--- src/rtl/alu181_serial_ctrl.sv ---
// Nibble-serial sequencer for one external 74181 slice: a WIDTH-bit operation
// is performed LSB nibble first, one nibble per clock, with a registered ripple carry.
module alu181_serial_ctrl #(
    parameter int WIDTH = 16
) (
    input  logic             clk,
    input  logic             rst,
    input  logic             start,
    input  logic [WIDTH-1:0] a,
    input  logic [WIDTH-1:0] b,
    input  logic [3:0]       s,
    input  logic             m,
    input  logic             cn,
    output logic             busy,
    output logic             done,
    output logic [WIDTH-1:0] f,
    output logic             cout,
    output logic             equal,
    output logic [3:0]       slice_a,
    output logic [3:0]       slice_b,
    output logic [3:0]       slice_s,
    output logic             slice_m,
    output logic             slice_cn,
    input  logic [3:0]       slice_f,
    input  logic             slice_cn4,
    input  logic             slice_equal,
    output logic [1:0]       state_dbg
);

    localparam int NIBBLES = WIDTH / 4;
    localparam int IW      = (NIBBLES > 1) ? $clog2(NIBBLES) : 1;
    localparam logic [IW-1:0] LAST_IDX = IW'(NIBBLES - 1);

    localparam logic [1:0] S_IDLE = 2'd0;
    localparam logic [1:0] S_RUN  = 2'd1;
    localparam logic [1:0] S_DONE = 2'd2;

    logic [1:0]       state;
    logic [IW-1:0]    idx;
    logic [WIDTH-1:0] a_l;
    logic [WIDTH-1:0] b_l;
    logic [3:0]       s_l;
    logic             m_l;
    logic             carry_reg;
    logic             eq_acc;
    logic [WIDTH-1:0] f_acc;
    logic [WIDTH-1:0] f_r;
    logic             cout_r;
    logic             equal_r;

    logic             in_run;
    logic [3:0]       a_nib;
    logic [3:0]       b_nib;
    logic [WIDTH-1:0] f_next;

    // Handshake: start is sampled only in IDLE; busy covers the NIBBLES RUN
    // cycles; done is a single-cycle pulse during which f/cout/equal are valid,
    // and those stay held until the next accepted start completes.
    assign in_run    = (state == S_RUN);
    assign busy      = in_run;
    assign done      = (state == S_DONE);
    assign state_dbg = state;
    assign f         = f_r;
    assign cout      = cout_r;
    assign equal     = equal_r;

    // Nibble selection and result merge; f_next already contains the current
    // slice result so the final nibble can be published on the exit edge.
    always_comb begin
        a_nib  = 4'h0;
        b_nib  = 4'h0;
        f_next = f_acc;
        for (int n = 0; n < NIBBLES; n++) begin
            if (idx == IW'(n)) begin
                a_nib              = a_l[4*n +: 4];
                b_nib              = b_l[4*n +: 4];
                f_next[4*n +: 4]   = slice_f;
            end
        end
    end

    assign slice_a  = in_run ? a_nib : 4'h0;
    assign slice_b  = in_run ? b_nib : 4'h0;
    assign slice_s  = in_run ? s_l   : 4'h0;
    assign slice_m  = in_run & m_l;
    assign slice_cn = in_run & carry_reg;

    always_ff @(posedge clk) begin
        if (rst) begin
            state     <= S_IDLE;
            idx       <= '0;
            a_l       <= '0;
            b_l       <= '0;
            s_l       <= 4'h0;
            m_l       <= 1'b0;
            carry_reg <= 1'b0;
            eq_acc    <= 1'b0;
            f_acc     <= '0;
            f_r       <= '0;
            cout_r    <= 1'b1;
            equal_r   <= 1'b0;
        end else begin
            case (state)
                S_IDLE: begin
                    if (start) begin
                        a_l       <= a;
                        b_l       <= b;
                        s_l       <= s;
                        m_l       <= m;
                        carry_reg <= cn;
                        eq_acc    <= 1'b1;
                        f_acc     <= '0;
                        idx       <= '0;
                        state     <= S_RUN;
                    end
                end
                S_RUN: begin
                    f_acc     <= f_next;
                    carry_reg <= slice_cn4;
                    eq_acc    <= eq_acc & slice_equal;
                    if (idx == LAST_IDX) begin
                        f_r     <= f_next;
                        cout_r  <= slice_cn4;
                        equal_r <= eq_acc & slice_equal;
                        state   <= S_DONE;
                    end else begin
                        idx <= idx + 1'b1;
                    end
                end
                S_DONE: begin
                    state <= S_IDLE;
                end
                default: begin
                    state <= S_IDLE;
                end
            endcase
        end
    end

endmodule

--- config.mk ---
export PLATFORM = sky130hd
export DESIGN_NAME = alu181_serial_ctrl
export DESIGN_NICKNAME = d
export VERILOG_FILES = /design/src/rtl/alu181_serial_ctrl.sv
export SDC_FILE = /design/constraint.sdc
export NUM_CORES = 1
export LEC_CHECK = 0
export ABC_AREA = 1
export BUFFER_PORTS_ARGS = -buffer_cell sky130_fd_sc_hd__buf_2
export CAP_MARGIN = 20
export CORE_ASPECT_RATIO = 1.25
export CORE_UTILIZATION = 54
export CTS_CLUSTER_SIZE = 28
export DETAILED_ROUTE_END_ITERATION = 7
export HOLD_SLACK_MARGIN = 0.12
export PLACE_DENSITY_LB_ADDON = 0.2
export SKIP_CTS_REPAIR_TIMING = 1
export SLEW_MARGIN = 10
export SYNTH_ARGS = -nofsm -noshare
export SYNTH_HDL_FRONTEND = slang
export SYNTH_SLANG_ARGS = --single-unit
--- constraint.sdc ---
create_clock -name clk -period 3.65 [get_ports clk]
set_input_delay 0.73 -clock clk [delete_from_list [all_inputs] [get_ports clk]]
set_output_delay 0.73 -clock clk [all_outputs]
set_load 0.005 [all_outputs]
After elaboration in Yosys (flattened, before gate mapping)
Cells that the tools add are included.
- register bits: 77
- logic and storage cells: 59
- output and inout bits: 36
- bits of input ports: 47
- reductions and logical operators: 8
- bitwise logic cells: 3
- add/sub/neg operators: 1
- equality and inequality tests: 8
- muxes and demuxes: 27
- operator list (kind ; count):
    4-bit 2-to-1 mux ; 15
    16-bit case mux with 2 select lines ; 1
    16-bit 2-to-1 mux ; 1
    2-bit 2-to-1 mux ; 4
    2-bit case mux with 2 select lines ; 2
    2-bit AND reduction ; 4
    2-bit equality test (second input constant) ; 3
    2-bit by 1-bit equality test with 1-bit output (second input constant) ; 2
    2-bit zero test ; 2
    2-bit inequality test (second input constant) ; 2
    1-bit case mux with 2 select lines ; 2
    1-bit AND ; 3
    3-bit AND reduction ; 1
    2-bit by 1-bit adder with 2-bit output (second input constant) ; 1
    1-bit 2-to-1 mux ; 2
    2-bit by 1-bit inequality test with 1-bit output (second input constant) ; 1
    2-bit nonzero test ; 1

Logic depth before layout (Yosys ltp)
- word-level depth: 6
- mapped depth: 9
- gate-level depth less buffers: 7

Least setup slack after synthesis
Ideal clock, no wire load.
- path type: reg2out
- start: reg idx[0]
- end: out slice_a[0]
- data required time: 2920 ps
- buffers on the path: 1
- data arrival time: 1131 ps
- cell stages (with the launch flop): 9
- slack: 1789 ps
- path through: dfxtp_1 > inv_1 > ha_1 > inv_1 > buf_2 > nor2_1 > nor2_1 > nand2_1 > nand2_1
- word-level cells in the longest chain between the ends: 6
- elaborated cells between the ends (all ways): 9
- those cells by class: 3 x eq/ne; 5 x mux; 1 x reduce/logical
- RTL lines (what ; RTL line ; source):
    start: declaration ; 39 ; logic [IW-1:0] idx;
    start signal: assignment ; 127 ; idx <= idx + 1'b1;
    2-bit zero test ; 74 ; if (idx == IW'(n)) begin
    4-bit 2-to-1 mux (3 in series) ; 74 ;
    4-bit 2-to-1 mux * ; 74 ;
    4-bit 2-to-1 mux * ; 82 ; assign slice_a = in_run ? a_nib : 4'h0;
    end: declaration ; 19 ; output logic [3:0] slice_a,
Every way passes the cells marked *; elsewhere a longest branch is shown, timed or not.

Worst setup path in the final report
- start: reg idx[0]
- end: out slice_b[2]
- word-level cells in the longest chain between the ends: 6
- elaborated cells between the ends (all ways): 9
- those cells by class: 3 x eq/ne; 5 x mux; 1 x reduce/logical
- RTL lines (what ; RTL line ; source):
    2-bit zero test ; 74 ;
    4-bit 2-to-1 mux (3 in series) ; 74 ;
    4-bit 2-to-1 mux * ; 74 ;
    4-bit 2-to-1 mux * ; 83 ; assign slice_b = in_run ? b_nib : 4'h0;
    end: declaration ; 20 ; output logic [3:0] slice_b,
Marks and branches as above.

==> flow_metrics.env <==
export IMPL_status="finished with violations"
export IMPL_violations="DRC"
export IMPL_critPathRequiredTime_ns=2.92
export IMPL_max_slew_margin=0.540
export IMPL_crit_type="register to output pin"
export IMPL_grt_pass1_wl_um=12000
export IMPL_regArea_um2=1460
export IMPL_fmax_mhz=373
export IMPL_post_route_min_period_ns=2.68
export IMPL_fin_util=0.638
export IMPL_path_buf_inv=3
export IMPL_avgSynthCellArea_um2=6.94
export IMPL_pwr_share_comb=0.138
export IMPL_vias_per_cell=5.03
export IMPL_synth_seq_cells=73
export IMPL_die_w_um=71.2
export IMPL_pre_cts_ws_ns=1.31
export IMPL_gr_usage_all_layers=0.247
export IMPL_sw_frac_of_total=0.263
export IMPL_finalHoldViolations=0
export IMPL_ir_drop_uv=260
export IMPL_drt_iter0_drc=204
export IMPL_core_area_um2=5780
export IMPL_diodes=0
export IMPL_htree_levels=3
export IMPL_dieArea_um2=6300
export IMPL_antenna_found_initial=0
export IMPL_synthCells=466
export IMPL_power_mw=1.63
export IMPL_critPathCaptureType="output pin"
export IMPL_crit_end="slice_b[2]"
export IMPL_setup_violations=0
export IMPL_grt_max_degree=43
export IMPL_hp_class="register to register"
export IMPL_num_vias=3023
export IMPL_cts_num_sinks=73
export IMPL_cp_top_family="buffers and inverters"
export IMPL_setup_tns_ns=0
export IMPL_start_kind="register"
export IMPL_syn_nets=517
export IMPL_rows=31
export IMPL_ys_top_cells_by_area="dfxtp_1 (45%), nand2_1 (16%), nor2_1 (13%), a21oi_1 (3.7%), o21ai_0 (3.7%)"
export IMPL_crit_chain="inv_1 > ha_1 > inv_1 > nor2_1 > nor2_1 > nand2_1 > nand2_1 > buf_2"
export IMPL_synth_top_area_share=0.452
export IMPL_area_growth_pct=14.1
export IMPL_dieHeight_um=88.5
export IMPL_wl_per_cell_um=11.9
export IMPL_numCtsBuffers=9
export IMPL_multi_input_area_um2=1480
export IMPL_rsz0062_at_grt="false"
export IMPL_worst_slack_ns=0.966
export IMPL_netlist_area_um2=3230
export IMPL_maxSlewViolCount=0
export IMPL_finalNonFillerCells=601
export IMPL_portBuffers=82
export IMPL_drt_first_pass_iters=8
export IMPL_cts_root_buf="clkbuf_8"
export IMPL_grt_pass1_vias=2770
export IMPL_floorplan_initialDensity=0.559
export IMPL_timing_rr_start="state_dbg[0]"
export IMPL_reg2reg_slack_ns=1.63
export IMPL_worst_path_max_fanout=13
export IMPL_pwr_share_seq=0.531
export IMPL_ant_nets=0
export IMPL_yosysSeqAreaShare=0.452
export IMPL_worstRegToRegCells=5
export IMPL_maxCapViolCount=0
export IMPL_cts_tree="built"
export IMPL_p_per_area_nw_per_um2=441
export IMPL_power_switching_mw=0.428
export IMPL_io_pins=83
export IMPL_finalCritPeriodShare=0.735
export IMPL_worstMarginPinSlew_ns=0.688
export IMPL_synth_cell_types=21
export IMPL_cts_buffer_depth=2
export IMPL_p_int_mw=1.20
export IMPL_startpoint="idx[0]"
export IMPL_dp_hpwl_um=5040
export IMPL_ys_warn_count=0
export IMPL_crit_cells=8
export IMPL_arrival_ns=1.95
export IMPL_whs_ns=0.462
export IMPL_post_route_drc_count=7
export IMPL_dpl_cell_area_um2=3520
export IMPL_pwr_share_clk=0.331
export IMPL_r2r_end="eq_acc"
export IMPL_fill_cells=560
export IMPL_gp_congestion=0.892
export IMPL_placed_cells=587
export IMPL_clk_pin_slew_ns=0.07
export IMPL_max_stage_delay_ns=0.42
export IMPL_cpMaxStageDelayCell="ha_1"
export IMPL_finalNetCount=583
export IMPL_clkLatencyLatePin_ns=0.34
export IMPL_wl_um=7130
export IMPL_finish_instance_area_um2=3690
export IMPL_globalRouteOverflowTotal=0
export IMPL_p_leak_nw=1.87
export IMPL_finClkSkew_ns=0.00443
export IMPL_drive_gt1_frac=0.202
export IMPL_synth_top_cell_by_area="dfxtp_1"
## logic make-up (layout without fill, tap and decap cells)
family / count (synthesis) / in the layout / synth area share
AND/OR/NAND/NOR: 274 / 274 / 0.339
flip-flops: 73 / 73 / 0.452
AO/OA/AOI/OAI: 65 / 65 / 0.103
buffers and inverters: 50 / 119 / 0.0910
adder cells (fa/ha/maj): 4 / 4 / 0.0155
## cell usage after synthesis
cell / count
nor2_2: 1
buf_12: 1
nand2_1: 135
nand3_1: 23
inv_1: 16
buf_2: 9
clkbuf_1: 8
nor2_1: 109
buf_4: 1
o21ai_0: 24
inv_2: 5
a21oi_1: 24
o211ai_1: 1
nor2_4: 2
ha_1: 4
nand2_4: 2
nand2_2: 2
o21ai_1: 15
o21ai_2: 1
dfxtp_1: 73
buf_6: 10
## power groups by stage
stage / sequential [mW] / clock (mW) / combinational, mW
after CTS: 0.865 / 0.548 / 0.226
after global placement: 0.881 / 0 / 0.221
after global routing: 0.869 / 0.573 / 0.262
after detailed placement: 0.883 / 0 / 0.225
after floorplan: 0.873 / 0 / 0.177
final: 0.865 / 0.539 / 0.224
## layout make-up
class	instances	share of cell area
timing repair buffer	84	0.115
tap	66	0.0224
inverter	21	0.0214
multi-input combinational	343	0.400
sequential	73	0.396
clock buffer	14	0.0441
## layer usage
layer | vias to the layer above | GRT usage | part of all wire | wire length, um
li1 | 1583 | - | - | -
met1 | 1341 | 0.278 | 0.43 | 3070
met2 | 89 | 0.457 | 0.50 | 3570
met3 | 10 | 0.0478 | 0.047 | 333
met4 | 0 | 0.102 | 0.021 | 153
met5 | - | 0 | 0 | 0
## cell usage in the layout (no fill, tap or decap)
master,count
o21ai_0,24
nand3_1,23
clkbuf_1,3
o21ai_1,15
ha_1,4
buf_2,82
clkbuf_8,11
nor2_1,109
inv_1,16
inv_2,5
a21oi_1,24
nand2_4,2
nand2_1,135
nand2_2,2
dfxtp_1,73
o211ai_1,1
buf_4,2
nor2_4,2
o21ai_2,1
nor2_2,1
## worst min-delay path by stage
stage	start	end	slack, ns	cells after the start
after floorplan	f_acc[2]	f_acc[2]	0.43	2
after global placement	f_acc[9]	f_acc[9]	0.45	2
after detailed placement	f[13]	f[13]	0.46	2
after CTS	f_acc[9]	f_acc[9]	0.47	2
after global routing	f[3]	f[3]	0.48	2
final	f[13]	f[13]	0.46	2
## worst register-to-register path: stages (launching register included)
cell     delay [ns]
dfxtp_1        0.55
nor2_4         0.07
nand2_2        0.51
inv_2          0.46
o21ai_0        0.27
nor2_1         0.06
No activity file was read; power rests on OpenSTA's default activity.
